## src/rtl/xs3_decimal_decoder.sv

```systemverilog
// -----------------------------------------------------------------------------
// xs3_decimal_decoder
//
// Clocked excess-3 to 1-of-10 decimal decoder (7443 function). The 4-bit
// XS-3 code {D,C,B,A} is sampled on the rising clock edge when en is high and
// the decoded digit appears on the registered Y outputs one cycle later.
// Codes outside 0011..1100 drive every Y inactive and raise err.
//
// Parameters:
//   ACTIVE_LOW  1: selected Y is 0, others 1 (7443 style). 0: polarity inverted.
//
// Ports:
//   clk      in   rising-edge clock
//   rst      in   synchronous active-high reset, priority over en
//   en       in   sample enable; when low all registers hold
//   D,C,B,A  in   XS-3 code, D is the MSB
//   Y0..Y9   out  registered decoded outputs
//   err      out  registered flag: last sampled code was invalid
//   bcd      out  [3:0] registered BCD digit, 4'b1111 when invalid or after
//                 reset (only with XS3_BCD_OUT_EN)
//   bcd_vld  out  [0:0] registered digit-valid flag (only with XS3_BCD_OUT_EN)
//
// Optional feature macro: XS3_BCD_OUT_EN adds the bcd / bcd_vld outputs.
// -----------------------------------------------------------------------------
module xs3_decimal_decoder #(
  parameter bit ACTIVE_LOW = 1'b1
) (
  input  logic       clk,
  input  logic       rst,
  input  logic       en,
  input  logic       D,
  input  logic       C,
  input  logic       B,
  input  logic       A,
  output logic       Y0,
  output logic       Y1,
  output logic       Y2,
  output logic       Y3,
  output logic       Y4,
  output logic       Y5,
  output logic       Y6,
  output logic       Y7,
  output logic       Y8,
  output logic       Y9,
  output logic       err
`ifdef XS3_BCD_OUT_EN
  ,
  output logic [3:0] bcd,
  output logic [0:0] bcd_vld
`endif
);

  // Active-high one-hot of the decoded digit; all zero for invalid codes.
  function automatic logic [9:0] xs3_onehot(input logic [3:0] code);
    logic [9:0] oh;
    case (code)
      4'b0011: oh = 10'b00_0000_0001;
      4'b0100: oh = 10'b00_0000_0010;
      4'b0101: oh = 10'b00_0000_0100;
      4'b0110: oh = 10'b00_0000_1000;
      4'b0111: oh = 10'b00_0001_0000;
      4'b1000: oh = 10'b00_0010_0000;
      4'b1001: oh = 10'b00_0100_0000;
      4'b1010: oh = 10'b00_1000_0000;
      4'b1011: oh = 10'b01_0000_0000;
      4'b1100: oh = 10'b10_0000_0000;
      default: oh = 10'b00_0000_0000;
    endcase
    return oh;
  endfunction

  // Valid XS-3 digits occupy 0011..1100; everything else is an error code.
  function automatic logic xs3_valid(input logic [3:0] code);
    logic v;
    case (code)
      4'b0000, 4'b0001, 4'b0010,
      4'b1101, 4'b1110, 4'b1111: v = 1'b0;
      default:                   v = 1'b1;
    endcase
    return v;
  endfunction

  // Map the internal active-high vector onto the pin polarity.
  function automatic logic [9:0] apply_polarity(input logic [9:0] act);
    logic [9:0] pins;
    if (ACTIVE_LOW) begin
      pins = ~act;
    end else begin
      pins = act;
    end
    return pins;
  endfunction

  localparam logic [9:0] Y_IDLE = ACTIVE_LOW ? 10'b11_1111_1111 : 10'b00_0000_0000;

  logic [3:0] code_s;
  logic       code_valid_s;
  logic [9:0] y_dec_s;

  logic [9:0] y_d,   y_q;
  logic       err_d, err_q;

  assign code_s = {D, C, B, A};

  // Decode the sampled code into pin-level Y values and the validity flag.
  always_comb begin
    code_valid_s = xs3_valid(code_s);
    y_dec_s      = apply_polarity(xs3_onehot(code_s));
  end

  // Next-state for Y / err: reset first, then sample on enable, else hold.
  always_comb begin
    y_d   = y_q;
    err_d = err_q;
    if (rst) begin
      y_d   = Y_IDLE;
      err_d = 1'b0;
    end else if (en) begin
      y_d   = y_dec_s;
      err_d = ~code_valid_s;
    end else begin
      y_d   = y_q;
      err_d = err_q;
    end
  end

  // Y / err state registers.
  always_ff @(posedge clk) begin
    y_q   <= y_d;
    err_q <= err_d;
  end

  assign Y0  = y_q[0];
  assign Y1  = y_q[1];
  assign Y2  = y_q[2];
  assign Y3  = y_q[3];
  assign Y4  = y_q[4];
  assign Y5  = y_q[5];
  assign Y6  = y_q[6];
  assign Y7  = y_q[7];
  assign Y8  = y_q[8];
  assign Y9  = y_q[9];
  assign err = err_q;

`ifdef XS3_BCD_OUT_EN
  logic [3:0] bcd_d,     bcd_q;
  logic       bcd_vld_d, bcd_vld_q;
  logic [3:0] digit_s;

  // Binary digit is simply code minus three; invalid codes report 4'b1111.
  always_comb begin
    digit_s = code_s - 4'd3;
    if (code_valid_s) begin
      digit_s = code_s - 4'd3;
    end else begin
      digit_s = 4'b1111;
    end
  end

  // Next-state for the BCD outputs, same reset / enable rules as Y.
  always_comb begin
    bcd_d     = bcd_q;
    bcd_vld_d = bcd_vld_q;
    if (rst) begin
      bcd_d     = 4'b1111;
      bcd_vld_d = 1'b0;
    end else if (en) begin
      bcd_d     = digit_s;
      bcd_vld_d = code_valid_s;
    end else begin
      bcd_d     = bcd_q;
      bcd_vld_d = bcd_vld_q;
    end
  end

  // BCD state registers.
  always_ff @(posedge clk) begin
    bcd_q     <= bcd_d;
    bcd_vld_q <= bcd_vld_d;
  end

  assign bcd     = bcd_q;
  assign bcd_vld = bcd_vld_q;
`endif

  xs3_decimal_decoder_chk #(
    .ACTIVE_LOW (ACTIVE_LOW)
  ) u_chk (
    .clk (clk),
    .rst (rst),
    .y   (y_q),
    .err (err_q)
  );

endmodule

// -----------------------------------------------------------------------------
// xs3_decimal_decoder_chk
//
// Invariant checker for the decoder state: at most one Y active, and none
// active while err is set.
//
// Ports:
//   clk  in  clock
//   rst  in  reset; checks are skipped while it is asserted
//   y    in  [9:0] pin-level Y register
//   err  in  err register
// -----------------------------------------------------------------------------
module xs3_decimal_decoder_chk #(
  parameter bit ACTIVE_LOW = 1'b1
) (
  input logic       clk,
  input logic       rst,
  input logic [9:0] y,
  input logic       err
);

  logic [9:0] act_s;
  logic       armed_q;

  // Convert pin polarity back to an active-high vector for counting.
  always_comb begin
    if (ACTIVE_LOW) begin
      act_s = ~y;
    end else begin
      act_s = y;
    end
  end

  // Arm the checks once a reset has been seen, so power-up X is ignored.
  always_ff @(posedge clk) begin
    if (rst) begin
      armed_q <= 1'b1;
    end else begin
      armed_q <= armed_q;
    end
  end

  // Registered-state invariants.
  always_ff @(posedge clk) begin
    if (armed_q === 1'b1 && !rst) begin
      assert ($countones(act_s) <= 1);
      assert (!(err && (act_s != 10'b00_0000_0000)));
    end
  end

endmodule

```

## config.mk

```make
export PLATFORM = sky130hd
export DESIGN_NAME = xs3_decimal_decoder
export DESIGN_NICKNAME = d
export VERILOG_FILES = /design/src/rtl/xs3_decimal_decoder.sv
export SDC_FILE = /design/constraint.sdc
export NUM_CORES = 1
export LEC_CHECK = 0
export ABC_AREA = 1
export BUFFER_PORTS_ARGS = -buffer_cell sky130_fd_sc_hd__buf_2
export CORE_AREA = 2 2 39 41
export DETAILED_ROUTE_END_ITERATION = 12
export DIE_AREA = 0 0 41 43
export SETUP_SLACK_MARGIN = 0.05
export SYNTH_ARGS = -nofsm -noshare
export SYNTH_HDL_FRONTEND = slang
export SYNTH_SLANG_ARGS = --single-unit
```

## constraint.sdc

```tcl
create_clock -name clk -period 1.1 [get_ports clk]
set_clock_uncertainty 0.1 [all_clocks]
set_input_delay 0.11 -clock clk [delete_from_list [all_inputs] [get_ports clk]]
set_output_delay 0.11 -clock clk [all_outputs]
set_load 0.02 [all_outputs]
```

==> results.md <==
* Die X at 41 um
* Die Footprint at 1760 um2
* Yosys warns at 0
* Detailed Route WL at 958 um
* Final nets at 91
* Mean Syn Cell Area at 7.12 um2
* Final Setup Violations at 0
* Max VDD drop at 582 uV
* TNS Setup at 0 ns
* First-pass GRT wire length at 1640 um
* ANT nets after route at 0
* Gpl congestion at around 0.8
* Cell family with the largest share of critical-path delay: flip-flops
* CP Class: flip-flop to output port
* CTS Hold Bufs at 0
* Initial antenna violation count at 0
* Core area at 1380 um2
* Max Fclk at 1.02 GHz
* Post-layout min period at 0.976 ns
* Worst skew pair latency at ~0.26 ns
* Number of global-route vias before repair at ~410
* Synthesized instance count at 64
* Worst path required time at ~0.9 ns
* Crit Reg-Reg Endpoint: y_q[2]$_SDFFE_PP1P_
* # resized after CTS at 0
* Clock Path Buffers at 2
* Routed length on met2 at ~450 um
* Worst path slowest cell: dfxtp_1
* Maximum number of pins on one net before global-route repair at 14
* Finished Core Util at 41.7%
* Slew margin rel. at 86.8%
* Worst Hold Class: input pin to flip-flop
* Worst r2r path cells at 2
* Critical-path cell list: buf_2
* Data arrival, critical path at about 0.77 ns
* Top sig layer: met4
* R2r startpoint: y_q[2]$_SDFFE_PP1P_
* Transition time of the tightest slew-check pin at 0.198 ns
* CTS Buf Count at 3
* Commonest non-fill, non-tap cells in the layout: 18 x nand2_1, 17 x buf_2, 11 x dfxtp_1, 10 x a21oi_1, 6 x o21ai_0
* Most common cell after layout, fill and taps aside: nand2_1
* # IOs at 18
* CP startpoint kind: flip-flop
* CP Buf/Inv Count at 1
* Netlist cell types at 13
* WHS at 0.0772 ns
* Initial core utilization at approximately a third
* Hold EP: y_q[9]$_SDFFE_PP1P_
* Max Slew Vio Count at 0
* Hold path startpoint: D
* CTS tree: done
* Worst setup EP type: output port
* Postcts setup bufs at 0
* RSZ-0062 raised after global routing: no
* DRC errors left at 0
* Crit-path max FO at 2
* Layout cells sized above 1 at 27.7%
* Status: completed
* Total global routing overflow at 0
* N_diodes at 0
* H-Tree Depth at 1
* Worst path max stage delay at 0.34 ns
* Fin crit share at 88.7%
* Iter 0 DRT Violations at 5
* CTS root buf: clkbuf_4
* Area Growth Syn to Fin at 26.6%
* Vias per Instance at 4.63
* Pleak at 0.267 nW
* HPWL Detailed at between 700 and 800 um
* Via Count at roughly 460
* Fillers at 163
* Rows at 14
* Hold path depth at 4
* GRT Util Overall at 13.9%
* Total iterations of the first detailed-routing run at 4
* Max Cap Violations at 0
* Routed length on met1 at about 440 um
* Seq/Total Area, Yosys at 48.4%
* Post-Syn Nets at 71
* Die Span Y at 43 um
* PD cells at 1460 nW/um2
* WL met3 at 41 um
* Routed WL per cell at 9.68 um
* R2r setup slk at 0.39 ns
* IO buf count at 17
* Synth Cell Area at 455 um2
* CTS sink count at 11
* Register bit total from synthesis at 11
* CTS clk-pin slew, worst paths at 0.07 ns
* Hold Fails Final Rpt at 0
[final cells by class]
class | instances | area, um2 | area share (%)
Timing Repair Buffer | 17 | 85.1 | 14.8
Clock buffer | 4 | 26.3 | 4.56
Tap cell | 16 | 20.0 | 3.47
Multi-Input combinational cell | 45 | 203 | 35.1
Inverter | 6 | 22.5 | 3.90
Sequential cell | 11 | 220 | 38.2
[synth_stat cells]
cell / n / area [um2]
nor2_1: 4 / 15.0
inv_1: 5 / 18.8
o21bai_1: 1 / 7.51
buf_2: 2 / 10.0
nor2_2: 1 / 6.26
o21ai_1: 3 / 15.0
nand3_1: 1 / 5.00
nand2_2: 1 / 6.26
o21ai_0: 6 / 30.0
dfxtp_1: 11 / 220
inv_2: 1 / 3.75
nand2_1: 18 / 67.6
a21oi_1: 10 / 50.1
[cells by family after synthesis]
| family | synth area share (%) |
|---|---|
| compound gates | 22.5 |
| buf+inv | 7.14 |
| flops | 48.4 |
| simple gates | 22.0 |
[worst register-to-register path, cell delays in order, from the launching register on]
cell and delay, ns:
dfxtp_1 0.32, a21oi_1 0.13, nand2_1 0.06
[power by group]
part / leakage [nW] / switching, mW / internal (mW)
Sequential: 0.0911 / 0.00958 / 0.421
Combinational: 0.161 / 0.0917 / 0.0472
Clock: 0.0150 / 0.132 / 0.140
[through the flow]
| stage | power (mW) | area, um2 | std cells | setup slack [ns] |
|---|---|---|---|---|
| global placement | 0.579 | 551 | 95 | 0.232 |
| finish | 0.841 | 577 | 99 | 0.124 |
| CTS | 0.851 | 577 | 99 | 0.125 |
| global route | 0.888 | 577 | 99 | 0.0709 |
| floorplan | 0.530 | 455 | 64 | 0.326 |
| detailed placement | 0.580 | 551 | 95 | 0.233 |
[sequential cells by signal, indices dropped and copies added, names as in the netlist]
name  flops
y_q      10
err       1
[worst max-delay path by stage]
stage                        startpoint                  end  depth (start not counted)
finish              y_q[2]$_SDFFE_PP1P_                   Y2                          1
global route        y_q[3]$_SDFFE_PP1P_                   Y3                          1
CTS                 y_q[3]$_SDFFE_PP1P_                   Y3                          1
detailed placement                   en  y_q[4]$_SDFFE_PP1P_                          4
global placement                     en  y_q[1]$_SDFFE_PP1P_                          4
floorplan           y_q[4]$_SDFFE_PP1P_  y_q[4]$_SDFFE_PP1P_                          2
[metal layers]
metal | track usage, % | vias to the layer above
met1 | 17.6 | 197
li1 | - | 247
met5 | 0 | -
met2 | 18.8 | 10
met4 | 12.0 | 0
met3 | 3.14 | 4
Note: power is estimated with default switching activity, not from simulation.
